**config.mk**
```make
export PLATFORM = sky130hd
export DESIGN_NAME = muldiv_unit
export DESIGN_NICKNAME = d
export VERILOG_FILES = /design/src/rtl/muldiv_unit.sv
export SDC_FILE = /design/constraint.sdc
export NUM_CORES = 1
export LEC_CHECK = 0
export ABC_CLOCK_PERIOD_IN_PS = 11200
export CORE_MARGIN = 1.5
export CORE_UTILIZATION = 57
export DETAILED_ROUTE_END_ITERATION = 12
export MAX_ROUTING_LAYER = met4
export PLACE_DENSITY = 0.77
export SLEW_MARGIN = 30
export SYNTH_ARGS = -nofsm -noshare
export SYNTH_HDL_FRONTEND = slang
export SYNTH_SLANG_ARGS = --single-unit
```
**constraint.sdc**
```tcl
create_clock -name clk -period 11.2 [get_ports clk]
set_clock_uncertainty 0.2 [all_clocks]
set_input_delay 2.24 -clock clk [delete_from_list [all_inputs] [get_ports clk]]
set_output_delay 2.24 -clock clk [all_outputs]
set_load 0.02 [all_outputs]
```
**src/rtl/muldiv_unit.sv**
```systemverilog
// muldiv_unit: iterative RV32M multiply/divide unit; define MULDIV_FAST_MUL_EN for single-cycle multiplies
module muldiv_unit #(
  parameter int XLEN = 32
) (
  input  logic            clk,
  input  logic            rst,
  input  logic            start,
  input  logic [2:0]      op,
  input  logic [XLEN-1:0] a,
  input  logic [XLEN-1:0] b,
  input  logic            flush,
  output logic            busy,
  output logic            done,
  output logic [XLEN-1:0] result
);
  typedef enum logic [1:0] {IDLE, RUN, DONE} state_t;
  state_t      state_q;
  logic        busy_q, done_q, neg_q;
  logic [2:0]  op_q;
  logic [4:0]  cnt_q;
  logic [31:0] result_q, y_q;
  logic [63:0] acc_q, acc_d, prod;
  logic        a_sgn, b_sgn, sa, sb, is_rem, special;
  logic [31:0] a_mag, b_mag, special_res, quo, rem, fin;
  logic [32:0] mul_sum, div_rem, div_diff;
`ifdef MULDIV_FAST_MUL_EN
  logic [63:0] fast_prod;
  logic [31:0] fast_res;
`endif
  assign busy   = busy_q;
  assign done   = done_q;
  assign result = result_q;
  // operand decode at capture: sign handling, magnitudes and divide special cases
  always_comb begin
    a_sgn       = op == 3'b001 || op == 3'b010 || op == 3'b100 || op == 3'b110;
    b_sgn       = op == 3'b001 || op == 3'b100 || op == 3'b110;
    sa          = a_sgn & a[31];
    sb          = b_sgn & b[31];
    a_mag       = sa ? -a : a;
    b_mag       = sb ? -b : b;
    is_rem      = op[2] & op[1];
    special     = op[2] && (b == 32'd0 || (!op[0] && a == 32'h8000_0000 && b == 32'hFFFF_FFFF));
    special_res = b == 32'd0 ? (is_rem ? a : 32'hFFFF_FFFF) : (is_rem ? 32'd0 : 32'h8000_0000);
  end
`ifdef MULDIV_FAST_MUL_EN
  // sign-extended operands give the 33x33 signed product in the low 64 bits
  always_comb begin
    fast_prod = {{32{sa}}, a} * {{32{sb}}, b};
    fast_res  = op[1:0] == 2'b00 ? fast_prod[31:0] : fast_prod[63:32];
  end
`endif
  // one iteration: shift-add multiply on {hi, multiplier}, restoring divide on {rem, quotient}
  always_comb begin
    mul_sum  = {1'b0, acc_q[63:32]} + (acc_q[0] ? {1'b0, y_q} : 33'd0);
    div_rem  = {acc_q[63:32], acc_q[31]};
    div_diff = div_rem - {1'b0, y_q};
    acc_d    = op_q[2] ? {div_diff[32] ? div_rem[31:0] : div_diff[31:0], acc_q[30:0], ~div_diff[32]}
                       : {mul_sum, acc_q[31:1]};
    prod     = neg_q ? -acc_d : acc_d;
    quo      = neg_q ? -acc_d[31:0] : acc_d[31:0];
    rem      = neg_q ? -acc_d[63:32] : acc_d[63:32];
    fin      = op_q[2] ? (op_q[1] ? rem : quo) : (op_q[1:0] == 2'b00 ? prod[31:0] : prod[63:32]);
  end
  // control FSM with registered busy/done/result; flush aborts without touching result
  always_ff @(posedge clk or posedge rst) begin
    if (rst) begin
      state_q  <= IDLE;
      busy_q   <= 1'b0;
      done_q   <= 1'b0;
      result_q <= 32'd0;
      cnt_q    <= 5'd0;
      acc_q    <= 64'd0;
      y_q      <= 32'd0;
      op_q     <= 3'd0;
      neg_q    <= 1'b0;
    end else if (flush) begin
      state_q <= IDLE;
      busy_q  <= 1'b0;
      done_q  <= 1'b0;
    end else begin
      case (state_q)
        IDLE: if (start) begin
          op_q  <= op;
          neg_q <= is_rem ? sa : sa ^ sb;
          acc_q <= {32'd0, a_mag};
          y_q   <= b_mag;
          cnt_q <= 5'd0;
          if (special) begin
            state_q  <= DONE;
            done_q   <= 1'b1;
            result_q <= special_res;
`ifdef MULDIV_FAST_MUL_EN
          end else if (!op[2]) begin
            state_q  <= DONE;
            done_q   <= 1'b1;
            result_q <= fast_res;
`endif
          end else begin
            state_q <= RUN;
            busy_q  <= 1'b1;
          end
        end
        RUN: begin
          acc_q <= acc_d;
          cnt_q <= cnt_q + 5'd1;
          if (cnt_q == 5'd31) begin
            state_q  <= DONE;
            busy_q   <= 1'b0;
            done_q   <= 1'b1;
            result_q <= fin;
          end
        end
        DONE: begin
          state_q <= IDLE;
          done_q  <= 1'b0;
        end
        default: state_q <= IDLE;
      endcase
    end
  end
endmodule

```
Yosys cells after proc, flatten, opt, wreduce, memory -nomap -nowiden
Cells that the tools add are included.
- flip-flop bits (word level): 141
- latch bits: 0
- RAM bits: 0
- memory bits (read-only): 0
- input port bits: 71
- output and inout port bits: 34
- logic and storage cells: 99
- memories kept: 0
- add/subtract/negate cells: 8
- $mul: 0
- div/mod/pow operators: 0
- $lt $le $gt $ge: 0
- equality and inequality tests: 16
- shift operators: 0
- muxes and demuxes: 38
- bitwise logic cells: 6
- reductions and logical operators: 22
- operators by type and width (kind ; number):
    32-bit two-way mux ; 15
    64-bit two-way mux ; 3
    32-bit negator ; 4
    64-bit one-hot mux with 2 select lines ; 1
    32-bit == test, second input constant ; 2
    64-bit negator ; 1
    32-bit one-hot mux with 2 select lines ; 1
    32-bit by 32-bit adder with 33-bit output ; 1
    33-bit by 32-bit subtractor with 33-bit output ; 1
    32-bit logical NOT ; 1
    3-bit inequality test, second input constant ; 4
    5-bit one-hot mux with 2 select lines ; 1
    1-bit two-way mux ; 9
    2-bit two-way mux ; 4
    4-bit AND reduction ; 2
    3-bit == test, second input constant ; 2
    1-bit logical OR ; 6
    2-bit inequality test, second input constant ; 3
    3-bit AND reduction ; 2
    5-bit by 1-bit adder with 5-bit output, second input constant ; 1
    5-bit == test, second input constant ; 1
    5-bit two-way mux ; 1
    5-bit AND reduction ; 1
    2-bit logical NOT ; 2
    16 further kinds ; 21

Longest topological paths before layout
- depth in word-level cells: 9
- depth in mapped cells: 24
- depth with buffers taken out: 23

Worst setup path before layout
OpenSTA, ideal clock, no wires.
- kind: input-to-reg
- from: in b[0]
- to: reg result_q[21], in the netlist result[21]
- library setup time: 126 ps
- data arrival time: 5715 ps
- data required time: 10874 ps
- path slack: 5159 ps
- cell stages on the path: 15
- path through: inv_1 -> ha_1 -> nand2b_1 -> or4_1 -> or4_1 -> or4_1 -> nand3b_1 -> nor4_2 -> o21ai_1 -> o21a_1 -> buf_2 -> inv_2 -> buf_4 -> o211ai_1 -> o32a_1
- longest elaborated chain between the ends: 6
- RTL lines (element ; line ; text):
    from (decl) ; 10 ; input logic [XLEN-1:0] b,
    32-bit == test ; 42 ; special = op[2] && (b == 32'd0 || (!op[0] && a == 32'h8000_0000 && b == 32'hFFFF_FFFF));
    1-bit logical AND ; 42 ;
    1-bit logical OR ; 42 ;
    1-bit logical AND ; 42 ;
    2-bit inequality test (no source line) ; -- ;
    5-bit AND reduction (no source line) ; -- ;
    to (signal assigned) ; 91 ; result_q <= special_res;
    to (signal assigned) ; 110 ; result_q <= fin;
    to (decl) ; 21 ; logic [31:0] result_q, y_q;
Parallel ways exist; a longest one is shown, timed or not. The select of a mux whose other input is x is not followed.
A chain may end at the register's enable or synchronous reset.

Worst setup path after layout
- from: reg acc_q[54]
- to: reg result_q[26], in the netlist result[26]
- longest elaborated chain between the ends: 9
- RTL lines (element ; line ; text):
    from (decl) ; 22 ; logic [63:0] acc_q, acc_d, prod;
    from (signal assigned) ; 85 ; acc_q <= {32'd0, a_mag};
    33-bit by 32-bit subtractor with 33-bit output ; 56 ; div_diff = div_rem - {1'b0, y_q};
    32-bit two-way mux or 1-bit inverter (tied branches) ; 57 ; acc_d = op_q[2] ? {div_diff[32] ? div_rem[31:0] : div_diff[31:0], acc_q[30:0], ~div_diff[32]}
    64-bit two-way mux * ; 57 ;
    64-bit negator (tied with other cells) ; 59 ; prod = neg_q ? -acc_d : acc_d;
    64-bit two-way mux (tied with other cells) ; 59 ;
    32-bit two-way mux ; 62 ; fin = op_q[2] ? (op_q[1] ? rem : quo) : (op_q[1:0] == 2'b00 ? prod[31:0] : prod[63:32]);
    32-bit two-way mux * ; 62 ;
    32-bit two-way mux * ; 106 ; if (cnt_q == 5'd31) begin
    32-bit one-hot mux with 2 select lines * ; 81 ; case (state_q)
Every way passes the cells marked *; elsewhere a longest branch is shown, timed or not. The select of a mux whose other input is x is not followed.

==> flow_metrics.env <==
export IMPL_hp_class="reg2reg"
export IMPL_die_x_um=172.0
export IMPL_route_detailed_drc=0
export IMPL_core_area_um2=27930
export IMPL_syn_area_per_cell_um2=7.380
export IMPL_vias=18370
export IMPL_final_util_pct=64.56
export IMPL_netlist_area_um2=16280
export IMPL_period_minus_slack_ns=7.524
export IMPL_fin_crit_sh_pct=67.18
export IMPL_synthArstFlopShare_pct=100.0
export IMPL_worst_setup_path_end_kind="register"
export IMPL_holdBufCountCts=0
export IMPL_post_cts_setup_buffers=0
export IMPL_finalSetupViolCount=0
export IMPL_internal_power_uw=1733
export IMPL_drive_gt1_share_pct=6.152
export IMPL_clock_latency_ns=0.47
export IMPL_pwr_density_cell_nw_per_um2=202.7
export IMPL_hold_viol=0
export IMPL_ys_warnings_count=0
export IMPL_clk_pin_slew_ns=0.07
export IMPL_status="complete, no violations"
export IMPL_wl_per_cell_um=25.27
export IMPL_critical_path_class="reg2reg"
export IMPL_grt_overflow=0
export IMPL_leakagePower_uw=0.007211
export IMPL_fmax_ghz=0.1329
export IMPL_cts_resized=0
export IMPL_ys_seq_elements=141
export IMPL_cts_sinks=141
export IMPL_cts_tree="yes"
export IMPL_peakVddDrop_mv=0.1384
export IMPL_initial_core_util_pct=58.28
export IMPL_area_growth_pct=10.77
export IMPL_final_cell_mix="237 x nand2_1, 218 x nor2_1, 211 x o21ai_0, 204 x a21oi_1, 138 x dfrtp_1"
export IMPL_antenna_found_initial=2
export IMPL_syn_nets=2350
export IMPL_stdcell_count=2607
export IMPL_ff2ff_path_depth=20
export IMPL_slew_headroom_pct=32.62
export IMPL_grt_pass1_wl_um=98290
export IMPL_worstHoldPathCells=2
export IMPL_place_congestion=1.077
export IMPL_io_buffer_count=104
export IMPL_dieArea_um2=29590
export IMPL_grt_pass1_vias=16750
export IMPL_first_iter_violations=2496
export IMPL_synth_cell_types=105
export IMPL_antenna_left=0
export IMPL_cp_arrival_ns=7.62
export IMPL_finalWirelength_um=65870
export IMPL_tightest_slew_ns=1.006
export IMPL_rsz0062_at_grt="no"
export IMPL_pwr_share_clk_pct=17.3
export IMPL_first_pass_iters=6
export IMPL_grt_max_degree=97
export IMPL_grt_total_usage_pct=45.70
export IMPL_power_share_sequential_pct=20.5
export IMPL_tns_ns=0
export IMPL_drv_cap=0
export IMPL_viasPerCell=7.047
export IMPL_comb_power_share_pct=62.3
export IMPL_root_buffer="clkbuf_16"
export IMPL_cp_data_required_time_ns=11.29
export IMPL_dieHeight_um=172.0
export IMPL_synthFlopType="dfrtp_1"
export IMPL_startpoint_type="register"
export IMPL_crit_fanout=20
export IMPL_boundaryPins=105
export IMPL_switching_share_pct=52.59
export IMPL_switching_power_uw=1922
export IMPL_ys_seq_area_share_pct=21.67
export IMPL_cts_htree_levels=4
export IMPL_clockBufferDepth=2
export IMPL_postSynthCellCount=2206
export IMPL_final_max_slew_viol_count=0
export IMPL_cts_buffers=17
export IMPL_place_hpwl_um=49590
export IMPL_layout_nets=2358
export IMPL_dpl_cell_count=2573
export IMPL_mostFrequentLayoutCell="nand2_1"
export IMPL_synth_edf_count=0
export IMPL_std_cell_rows=61
## cell usage after synthesis (all sizes together) (47+ instances only)
cell type  instances  area, um2
nor3              49      250.2
nand2            239      899.6
dfrtp            141       3528
inv               65      244.0
o21ai            221       1136
clkbuf            98      367.9
nor2             221      832.1
ha                71      888.4
and2              47      294.0
a21oi            209       1087
xor2              81      709.4
nand3             50      255.3
xnor2             80      700.7
## layer usage
metal / vias up / global-route usage (%) / part of all wire, %
li1: 8157 / - / -
met1: 8729 / 59.18 / 40
met2: 1268 / 65.53 / 42
met3: 217 / 14.83 / 13
met4: 0 / 18.34 / 4.2
met5: - / - / 0
## power by group through the flow
stage	registers [uW]	clock network, uW	logic (uW)
after floorplan	670	0	1600
after global placement	742	0	2150
after detailed placement	747	0	2170
after CTS	739	629	2190
after global routing	755	646	2430
final	748	632	2280
## registers in the layout, summed over array words and instances, names as in the netlist
register and flops:
busy 1, neg_q 1, y_q 32, op_q 3
cnt_q 5, state_q 2, result 32, done 1
acc_q 64
## cells by family after synthesis
group / Yosys count / synth area share, %
compound gates: 763 / 30.77
simple gates: 804 / 24.06
mux: 60 / 3.919
buf+inv: 204 / 5.211
flops: 141 / 21.67
xor+xnor: 161 / 8.661
fa+ha+maj: 73 / 5.702
## cell type report
class / count / area, um2
clock buffers: 18 / 439.2
well taps: 378 / 473.0
flip-flops and latches: 141 / 3535
multi-input cells: 1861 / 11940
repair buffers: 125 / 1206
fillers: 2507 / 9899
inverters: 68 / 260.3
clock inverters: 14 / 181.4
diodes: 2 / 5.005
## through the flow
step	hold WS (ns)	power (uW)	instance area, um2	setup WS [ns]
after floorplan	0.2453	2269	16280	4.979
after global placement	0.2555	2893	17390	3.762
after detailed placement	0.2674	2921	17400	3.593
after CTS	0.2831	3556	18020	3.922
after global routing	0.3193	3827	18030	3.399
final	0.2796	3655	18030	3.676
## worst max-delay path, cell delays in order (launching register included)
cell	delay, ns
dfrtp_1	0.46
ha_1	0.42
a21oi_1	0.27
o21ai_1	0.15
a211o_1	0.39
a21oi_4	0.49
nand3_2	0.60
a41o_1	0.47
a211oi_1	0.57
ha_1	0.31
inv_1	0.12
nor3_1	0.19
nand4_1	0.12
o2111ai_1	0.14
a21oi_1	0.15
or3_1	0.45
or3_1	0.55
or4b_1	0.59
mux2i_1	0.14
a2111oi_1	0.45
a311oi_1	0.10
## worst paths after layout
| path | end | from | slack [ns] |
|---|---|---|---|
| min in group asynchronous | y_q[15] | rst | 2.07 |
| max in group asynchronous | acc_q[21] | rst | 7.48 |
| setup / recovery | result[26] | acc_q[54] | 3.68 |
| setup reg to reg | result[26] | acc_q[54] | 3.68 |
| hold reg to reg | cnt_q[4] | cnt_q[4] | 0.28 |
| hold / removal | cnt_q[4] | cnt_q[4] | 0.28 |
No activity file was read; power rests on OpenSTA's default activity.
